$ cat config.mk
export PLATFORM = sky130hd
export DESIGN_NAME = slot_game_sequencer_flat
export DESIGN_NICKNAME = d
export VERILOG_FILES = /design/src/rtl/slot_pkg.sv /design/src/rtl/slot_if.sv /design/src/rtl/slot_key_edge.sv /design/src/rtl/slot_game_sequencer.sv /design/src/flat_wrapper.sv
export SDC_FILE = /design/constraint.sdc
export NUM_CORES = 1
export LEC_CHECK = 0
export ABC_AREA = 1
export CORE_MARGIN = 3
export CORE_UTILIZATION = 60
export DETAILED_ROUTE_END_ITERATION = 10
export GPL_ROUTABILITY_DRIVEN = 0
export HOLD_SLACK_MARGIN = 0.08
export PLACE_DENSITY_LB_ADDON = 0.1
export SKIP_LAST_GASP = 1
export SLEW_MARGIN = 20
export SYNTH_ARGS = -nofsm -noshare
export SYNTH_HDL_FRONTEND = slang
export SYNTH_SLANG_ARGS = --single-unit
$ cat constraint.sdc
create_clock -name clk -period 3.85 [get_ports clk]
set_input_delay 0.77 -clock clk [delete_from_list [all_inputs] [get_ports clk]]
set_output_delay 0.77 -clock clk [all_outputs]
set_load 0.01 [all_outputs]
$ cat src/rtl/slot_pkg.sv
// Shared types and constants for the slot machine game controller.
package slot_pkg;

  localparam int CREDIT_W   = 5;
  localparam int CREDIT_MAX = 31;
  localparam int REEL_W     = 2;
  localparam int REELS_W    = 3 * REEL_W;

  // Reel field positions inside the packed {A,B,C} reel word
  localparam int REEL_A_LSB = 2 * REEL_W;
  localparam int REEL_B_LSB = REEL_W;
  localparam int REEL_C_LSB = 0;

  typedef enum logic [2:0] {
    S_IDLE   = 3'd0,
    S_SPIN   = 3'd1,
    S_STOP_A = 3'd2,
    S_STOP_B = 3'd3,
    S_STOP_C = 3'd4,
    S_EVAL   = 3'd5,
    S_PAY    = 3'd6
  } state_t;

  // Credit addition that clamps at CREDIT_MAX instead of wrapping
  function automatic logic [CREDIT_W-1:0] sat_add(input logic [CREDIT_W-1:0] a,
                                                  input logic [CREDIT_W-1:0] b);
    logic [CREDIT_W:0] sum;
    sum = {1'b0, a} + {1'b0, b};
    if (sum > (CREDIT_W+1)'(CREDIT_MAX)) return CREDIT_W'(CREDIT_MAX);
    else                                   return sum[CREDIT_W-1:0];
  endfunction

endpackage

$ cat src/rtl/slot_if.sv
// Board-side signal bundle of the game controller: switches, key, reel
// counter value in; reel enable, credit and result indicators out.
interface slot_if;
  import slot_pkg::*;

  logic                load_en;
  logic                cash_out;
  logic [2:0]          money_in;
  logic                start_n;
  logic [REELS_W-1:0]  reels;
  logic                spin_en;
  logic [CREDIT_W-1:0] credits;
  logic [REELS_W-1:0]  result;
  logic                win;
  logic                busy;

  modport master (
    output load_en, cash_out, money_in, start_n, reels,
    input  spin_en, credits, result, win, busy
  );

  modport slave (
    input  load_en, cash_out, money_in, start_n, reels,
    output spin_en, credits, result, win, busy
  );

endinterface

$ cat src/rtl/slot_key_edge.sv
// Two-flop synchroniser plus falling-edge detector for an active-low key.
// Produces a single-cycle press pulse however long the key is held.
module slot_key_edge (
  input  logic clk,
  input  logic i_rst_b,
  input  logic i_key_n,
  output logic o_press
);

  logic r_sync1;
  logic r_sync2;
  logic r_prev;

  // Synchronise the key and keep one older sample for edge detection
  always_ff @(posedge clk) begin
    if (!i_rst_b) begin
      r_sync1 <= 1'b1;
      r_sync2 <= 1'b1;
      r_prev  <= 1'b1;
    end else begin
      r_sync1 <= i_key_n;
      r_sync2 <= r_sync1;
      r_prev  <= r_sync2;
    end
  end

  assign o_press = r_prev & ~r_sync2;

endmodule

$ cat src/rtl/slot_game_sequencer.sv
// Game-level slot machine controller: owns credits, gates the reel counter,
// stops reels A, B, C in turn, evaluates and pays out.
// Optional macro SLOT_PAIR_PAY_EN: a pair (exactly two equal reels) also
// wins and pays 1 credit; without it only three of a kind pays.
//
// state    | meaning
// IDLE     | accept cash_out / load_en / start press
// SPIN     | reels running, waiting SPIN_CYCLES
// STOP_A   | reels running, waiting STOP_GAP then latch reel A
// STOP_B   | waiting STOP_GAP then latch reel B
// STOP_C   | waiting STOP_GAP then latch reel C, reels stop
// EVAL     | decide win from latched result
// PAY      | add payout on a win, return to IDLE
module slot_game_sequencer
  import slot_pkg::*;
#(
  parameter int SPIN_CYCLES = 25000000,
  parameter int STOP_GAP    = 12500000,
  parameter int PAYOUT      = 2,
  parameter int CNT_W       = 26
) (
  input  logic   clk,
  input  logic   Clear_b,
  slot_if.slave  sg
);

  localparam logic [CNT_W-1:0]    SPIN_LOAD = CNT_W'(SPIN_CYCLES - 1);
  localparam logic [CNT_W-1:0]    GAP_LOAD  = CNT_W'(STOP_GAP - 1);
  localparam logic [CREDIT_W-1:0] PAY_AMT   = CREDIT_W'(PAYOUT);

  state_t               r_state, w_state_nxt;
  logic [CNT_W-1:0]     r_cnt, w_cnt_nxt;
  logic [CREDIT_W-1:0]  r_credits, w_credits_nxt;
  logic [REELS_W-1:0]   r_result, w_result_nxt;
  logic                 r_win, w_win_nxt;

  logic                 w_press;
  logic                 w_cnt_done;
  logic [REEL_W-1:0]    w_a, w_b, w_c;
  logic                 w_triple;
  logic [CREDIT_W-1:0]  w_pay_amt;

  slot_key_edge u_start_key (
    .clk     (clk),
    .i_rst_b (Clear_b),
    .i_key_n (sg.start_n),
    .o_press (w_press)
  );

  assign w_cnt_done = (r_cnt == '0);
  assign w_a        = r_result[REEL_A_LSB +: REEL_W];
  assign w_b        = r_result[REEL_B_LSB +: REEL_W];
  assign w_c        = r_result[REEL_C_LSB +: REEL_W];
  assign w_triple   = (w_a == w_b) && (w_b == w_c);

`ifdef SLOT_PAIR_PAY_EN
  logic r_pair, w_pair_nxt;
  logic w_pair;

  assign w_pair    = !w_triple && ((w_a == w_b) || (w_b == w_c) || (w_a == w_c));
  assign w_pay_amt = r_pair ? CREDIT_W'(1) : PAY_AMT;

  // Remember which kind of win EVAL found so PAY knows the amount
  always_ff @(posedge clk) begin
    if (!Clear_b) r_pair <= 1'b0;
    else          r_pair <= w_pair_nxt;
  end
`else
  assign w_pay_amt = PAY_AMT;
`endif

  // State, delay counter, credit and result registers
  always_ff @(posedge clk) begin
    if (!Clear_b) begin
      r_state   <= S_IDLE;
      r_cnt     <= '0;
      r_credits <= '0;
      r_result  <= '0;
      r_win     <= 1'b0;
    end else begin
      r_state   <= w_state_nxt;
      r_cnt     <= w_cnt_nxt;
      r_credits <= w_credits_nxt;
      r_result  <= w_result_nxt;
      r_win     <= w_win_nxt;
    end
  end

  // Next-state and datapath updates; every register holds unless told otherwise
  always_comb begin
    w_state_nxt   = r_state;
    w_cnt_nxt     = r_cnt;
    w_credits_nxt = r_credits;
    w_result_nxt  = r_result;
    w_win_nxt     = r_win;
`ifdef SLOT_PAIR_PAY_EN
    w_pair_nxt    = r_pair;
`endif

    case (r_state)
      S_IDLE: begin
        if (sg.cash_out) begin
          w_credits_nxt = '0;
        end else if (sg.load_en) begin
          w_credits_nxt = {2'b00, sg.money_in};
        end else if (w_press && (r_credits != '0)) begin
          w_credits_nxt = r_credits - CREDIT_W'(1);
          w_win_nxt     = 1'b0;
          w_cnt_nxt     = SPIN_LOAD;
          w_state_nxt   = S_SPIN;
        end
      end

      S_SPIN: begin
        if (w_cnt_done) begin
          w_cnt_nxt   = GAP_LOAD;
          w_state_nxt = S_STOP_A;
        end else begin
          w_cnt_nxt = r_cnt - CNT_W'(1);
        end
      end

      S_STOP_A: begin
        if (w_cnt_done) begin
          w_result_nxt[REEL_A_LSB +: REEL_W] = sg.reels[REEL_A_LSB +: REEL_W];
          w_cnt_nxt   = GAP_LOAD;
          w_state_nxt = S_STOP_B;
        end else begin
          w_cnt_nxt = r_cnt - CNT_W'(1);
        end
      end

      S_STOP_B: begin
        if (w_cnt_done) begin
          w_result_nxt[REEL_B_LSB +: REEL_W] = sg.reels[REEL_B_LSB +: REEL_W];
          w_cnt_nxt   = GAP_LOAD;
          w_state_nxt = S_STOP_C;
        end else begin
          w_cnt_nxt = r_cnt - CNT_W'(1);
        end
      end

      S_STOP_C: begin
        if (w_cnt_done) begin
          w_result_nxt[REEL_C_LSB +: REEL_W] = sg.reels[REEL_C_LSB +: REEL_W];
          w_state_nxt = S_EVAL;
        end else begin
          w_cnt_nxt = r_cnt - CNT_W'(1);
        end
      end

      S_EVAL: begin
`ifdef SLOT_PAIR_PAY_EN
        w_win_nxt  = w_triple || w_pair;
        w_pair_nxt = w_pair;
`else
        w_win_nxt  = w_triple;
`endif
        w_state_nxt = S_PAY;
      end

      S_PAY: begin
        if (r_win) w_credits_nxt = sat_add(r_credits, w_pay_amt);
        w_state_nxt = S_IDLE;
      end

      default: w_state_nxt = S_IDLE;
    endcase
  end

  assign sg.spin_en = (r_state == S_SPIN)   || (r_state == S_STOP_A) ||
                      (r_state == S_STOP_B) || (r_state == S_STOP_C);
  assign sg.busy    = (r_state != S_IDLE);
  assign sg.credits = r_credits;
  assign sg.result  = r_result;
  assign sg.win     = r_win;

endmodule

$ cat src/flat_wrapper.sv
// flat-port wrapper written by rule: the top's interface ports become plain ports
module slot_game_sequencer_flat import slot_pkg::*;
#(
  parameter int SPIN_CYCLES = 25000000,
  parameter int STOP_GAP    = 12500000,
  parameter int PAYOUT      = 2,
  parameter int CNT_W       = 26
)
  (clk, Clear_b, sg_load_en, sg_cash_out, sg_money_in, sg_start_n, sg_reels, sg_spin_en, sg_credits, sg_result, sg_win, sg_busy);
  slot_if sg_i ();
  input  logic clk;
  input  logic Clear_b;
  input wire logic [$bits(sg_i.load_en)-1:0] sg_load_en;
  input wire logic [$bits(sg_i.cash_out)-1:0] sg_cash_out;
  input wire logic [$bits(sg_i.money_in)-1:0] sg_money_in;
  input wire logic [$bits(sg_i.start_n)-1:0] sg_start_n;
  input wire logic [$bits(sg_i.reels)-1:0] sg_reels;
  output wire logic [$bits(sg_i.spin_en)-1:0] sg_spin_en;
  output wire logic [$bits(sg_i.credits)-1:0] sg_credits;
  output wire logic [$bits(sg_i.result)-1:0] sg_result;
  output wire logic [$bits(sg_i.win)-1:0] sg_win;
  output wire logic [$bits(sg_i.busy)-1:0] sg_busy;
  assign sg_i.load_en = sg_load_en;
  assign sg_i.cash_out = sg_cash_out;
  assign sg_i.money_in = sg_money_in;
  assign sg_i.start_n = sg_start_n;
  assign sg_i.reels = sg_reels;
  assign sg_spin_en = sg_i.spin_en;
  assign sg_credits = sg_i.credits;
  assign sg_result = sg_i.result;
  assign sg_win = sg_i.win;
  assign sg_busy = sg_i.busy;
  slot_game_sequencer #(.SPIN_CYCLES(SPIN_CYCLES), .STOP_GAP(STOP_GAP), .PAYOUT(PAYOUT), .CNT_W(CNT_W)) u_core (.clk(clk), .Clear_b(Clear_b), .sg(sg_i));
endmodule
==> reports/results.txt <==
Area growth from synthesis to layout -> 13.28%
Outcome -> completed
Final worst path period share -> 70.80%
Total core area -> 0.004534 mm2
CTS tree -> done
Post-detailed-route DRC marker count -> 0
Count of pins on the block boundary -> 28
Max Freq -> 366.9 MHz
YS warnings -> 0
HPWL after detailed placement -> 5.235 mm
Critical Path Most Common Cell -> sky130_fd_sc_hd__nand2_1
Routed vias -> 2869
Switching component of the power -> 1.042 mW
Number of global-route vias before repair -> 2597
Req. time, crit path -> 4.08 ns
Clock slew at reported path FFs -> 0.08 ns
Count of instances resized after the clock tree is built -> 0
Clock tree buffer depth -> 2
Fraction of registers with async set/reset -> 0%
Count of standard-cell rows -> 24
Fraction of layout cells with a size suffix above 1 -> 12.05%
Static leakage -> 1.531 nW
Proportion of netlist area held by the largest area contributor -> 30.06%
Remaining global-route overflow -> 0
Post-synthesis cell type with the largest combined area -> sky130_fd_sc_hd__dfxtp_1
Number of iterations in the first detailed-routing pass -> 4
Crit path cell chain -> clkdlybuf4s50_1, nor2_1, inv_1, nand2_1, nand2_1, nor2_2, nand2_4, nor2_1, nand2_1, a21oi_2
Number of clock sinks -> 44
Post-synthesis sequential area ratio -> 30.06%
Number of hold-repair buffers added at the cts stage -> 0
Family of cells with the greatest summed delay on the critical path -> simple AND/OR/NAND/NOR gates
Leading post-synthesis cells by cell area -> sky130_fd_sc_hd__dfxtp_1, sky130_fd_sc_hd__nand2_1, sky130_fd_sc_hd__nor2_1
Startpoint kind of the worst setup timing path -> primary input
Most used flip-flop cell after synthesis -> sky130_fd_sc_hd__dfxtp_1
Final worst path period need -> 2.726 ns
Largest net degree at the start of global routing -> 26
Accumulated negative setup slack -> 0 ns
Mapped Area -> 0.002930 mm2
Post-route worst setup slack -> 1.124 ns
Worst Setup End Kind -> flop
Placed Instances -> 530
Sw frac -> 48.31%
Via-to-Cell Ratio -> 5.333
Path category of the worst min-delay check -> flop to flop
Crit path max-delay cell type -> sky130_fd_sc_hd__clkdlybuf4s50_1
Synthesized flop and latch total -> 44
Worst path arrival time -> 2.96 ns
Antenna viol nets, final -> 0
WS Path Type -> primary input to flop
Max-slew violations -> 0
Post-synth EDFFs -> 0
Unrepaired setup endpoints after global routing -> no
List of most frequent post-synthesis cells -> sky130_fd_sc_hd__nand2_1, sky130_fd_sc_hd__nor2_1, sky130_fd_sc_hd__inv_1, sky130_fd_sc_hd__dfxtp_1, sky130_fd_sc_hd__nand3_1
H-Tree Level Count -> 2
Area of the die -> 0.005759 mm2
Number of antenna violations at the first check in global routing -> 0
Avg Cell Area, Syn -> 6.570 um2
Netlist cell types -> 34
Clock share of power -> 13.9%
Hold Path Origin -> u_core.u_start_key.r_sync1
Worst r2r src -> u_core.sg.credits[1]
Number of DRC violations after detailed-routing iteration 0 -> 236
Layout Cells excl Fill -> 538
Antenna diode count -> 0
Die outline height -> 75.89 um
CP max FO -> 14
Insertion delay to the later sink of the worst-skew pair -> 0.30 ns
Finished Cell Area -> 0.003319 mm2
First-pass GRT wire length -> 11.48 mm
Slew of the pin with the lowest slew margin -> 0.7073 ns
Worst IR Drop VDD -> 0.3811 mV
Clock buffers created by TritonCTS -> 5
Internal power component -> 1.115 mW
Postcts setup bufs -> 0
Power density over the cells -> 649.6 mW/mm2
Root cell of the clock tree -> sky130_fd_sc_hd__clkbuf_8
Avg WL per Cell -> 12.84 um
Post-place setup slack -> 0.8724 ns
Worst Skew -> 0.005676 ns
Fin nets -> 492
Overall die width -> 75.89 um
Source of the critical timing path -> sg_cash_out
Worst slew margin -> 52.80%
Part of the total power dissipated in sequential elements -> 27.4%
Combined buffer and inverter count along the critical path -> 2
Setup-violating endpoint count in the final report -> 0
Post-DP Area -> 0.003227 mm2
Fillers -> 398
Power share of the combinational group -> 58.8%
Effective utilization at floorplan -> 64.62%
Final count of hold timing violations -> 0
All-Layer GR Usage -> 25.88%
Routed WL -> 6.906 mm
Most frequent cell after synthesis -> sky130_fd_sc_hd__nand2_1
Number of max-cap violations -> 0
Number of instances in the synthesized netlist -> 446
Maximum cell stage delay along the critical path -> 0.46 ns
Number of buffer cells added on primary ports -> 27
Syn nets -> 466
-- path summary, 6_finish.rpt --
check	end	slack, ns	cells past startpoint
setup / recovery	u_core.r_cnt[23]	1.12	10
hold / removal	u_core.u_start_key.r_sync2	0.42	1
setup reg to reg	u_core.r_cnt[23]	1.37	13
hold reg to reg	u_core.u_start_key.r_sync2	0.42	1
-- power by group through the flow --
stage               Sequential, mW  Combinational (mW)  Clock (mW)
CTS                          0.588                1.26       0.305
global placement             0.595                1.23           0
finish                       0.590                1.27       0.299
floorplan                    0.581                1.01           0
global route                 0.598                1.44       0.322
detailed placement           0.597                1.25           0
-- cell families after synthesis --
family / count (synthesis) / share of synthesized area [%]
AND/OR/NAND/NOR: 246 / 39.62
multiplexers: 1 / 0.3416
XOR/XNOR: 13 / 3.886
buffers and inverters: 65 / 9.436
AO/OA/AOI/OAI: 71 / 14.09
adder cells (fa/ha/maj): 6 / 2.562
flip-flops: 44 / 30.06
-- area by class of cell --
type,instances,area [um2],share of cell area [%]
Multi-Input combinational cell,337,1773,53.41
Sequential cell,44,880.8,26.54
Clock buffer,6,82.58,2.488
Inverter,55,206.4,6.219
Timing Repair Buffer,29,285.3,8.594
Tap cell,65,81.33,2.450
Clock inverter,2,10.01,0.3015
-- stage by stage --
stage	power [mW]	hold slack, ns	util [%]
2_1_floorplan	1.593	0.3925	-
3_3_place_gp	1.825	0.3971	71.16
3_5_place_dp	1.844	0.4098	71.16
4_1_cts	2.152	0.4220	73.21
5_1_grt	2.363	0.4237	73.21
6_report	2.156	0.4187	73.21
-- cells in the final DEF (no fill, tap or decap), drive strengths merged, types with 2 or more instances in the layout --
| cell | count |
|---|---|
| buf | 2 |
| o211ai | 4 |
| dfxtp | 44 |
| clkinv | 2 |
| nand3b | 3 |
| nand3 | 32 |
| a21oi | 35 |
| or2 | 4 |
| nor2 | 76 |
| xnor2 | 5 |
| ha | 6 |
| clkdlybuf4s50 | 27 |
| a211oi | 2 |
| inv | 55 |
| nand2 | 117 |
| o21ai | 29 |
| nor3 | 3 |
| xor2 | 8 |
| nand4 | 11 |
| clkbuf | 6 |
-- state kept, by name, indices dropped and copies added (netlist names) --
signal	count
u_core.r_cnt	26
u_core.sg.result	6
u_core.sg.credits	5
u_core.r_state	3
u_core.sg.win	1
u_core.u_start_key.r_prev	1
u_core.u_start_key.r_sync1	1
u_core.u_start_key.r_sync2	1
-- routing by layer --
metal	wire [um]	track usage [%]	part of all wire, %
met5	0	0	0
met4	82	8.738	1.2
met1	3096	34.00	45
met3	590	6.069	8.5
met2	3136	41.54	45
Note: power is estimated with default switching activity, not from simulation.
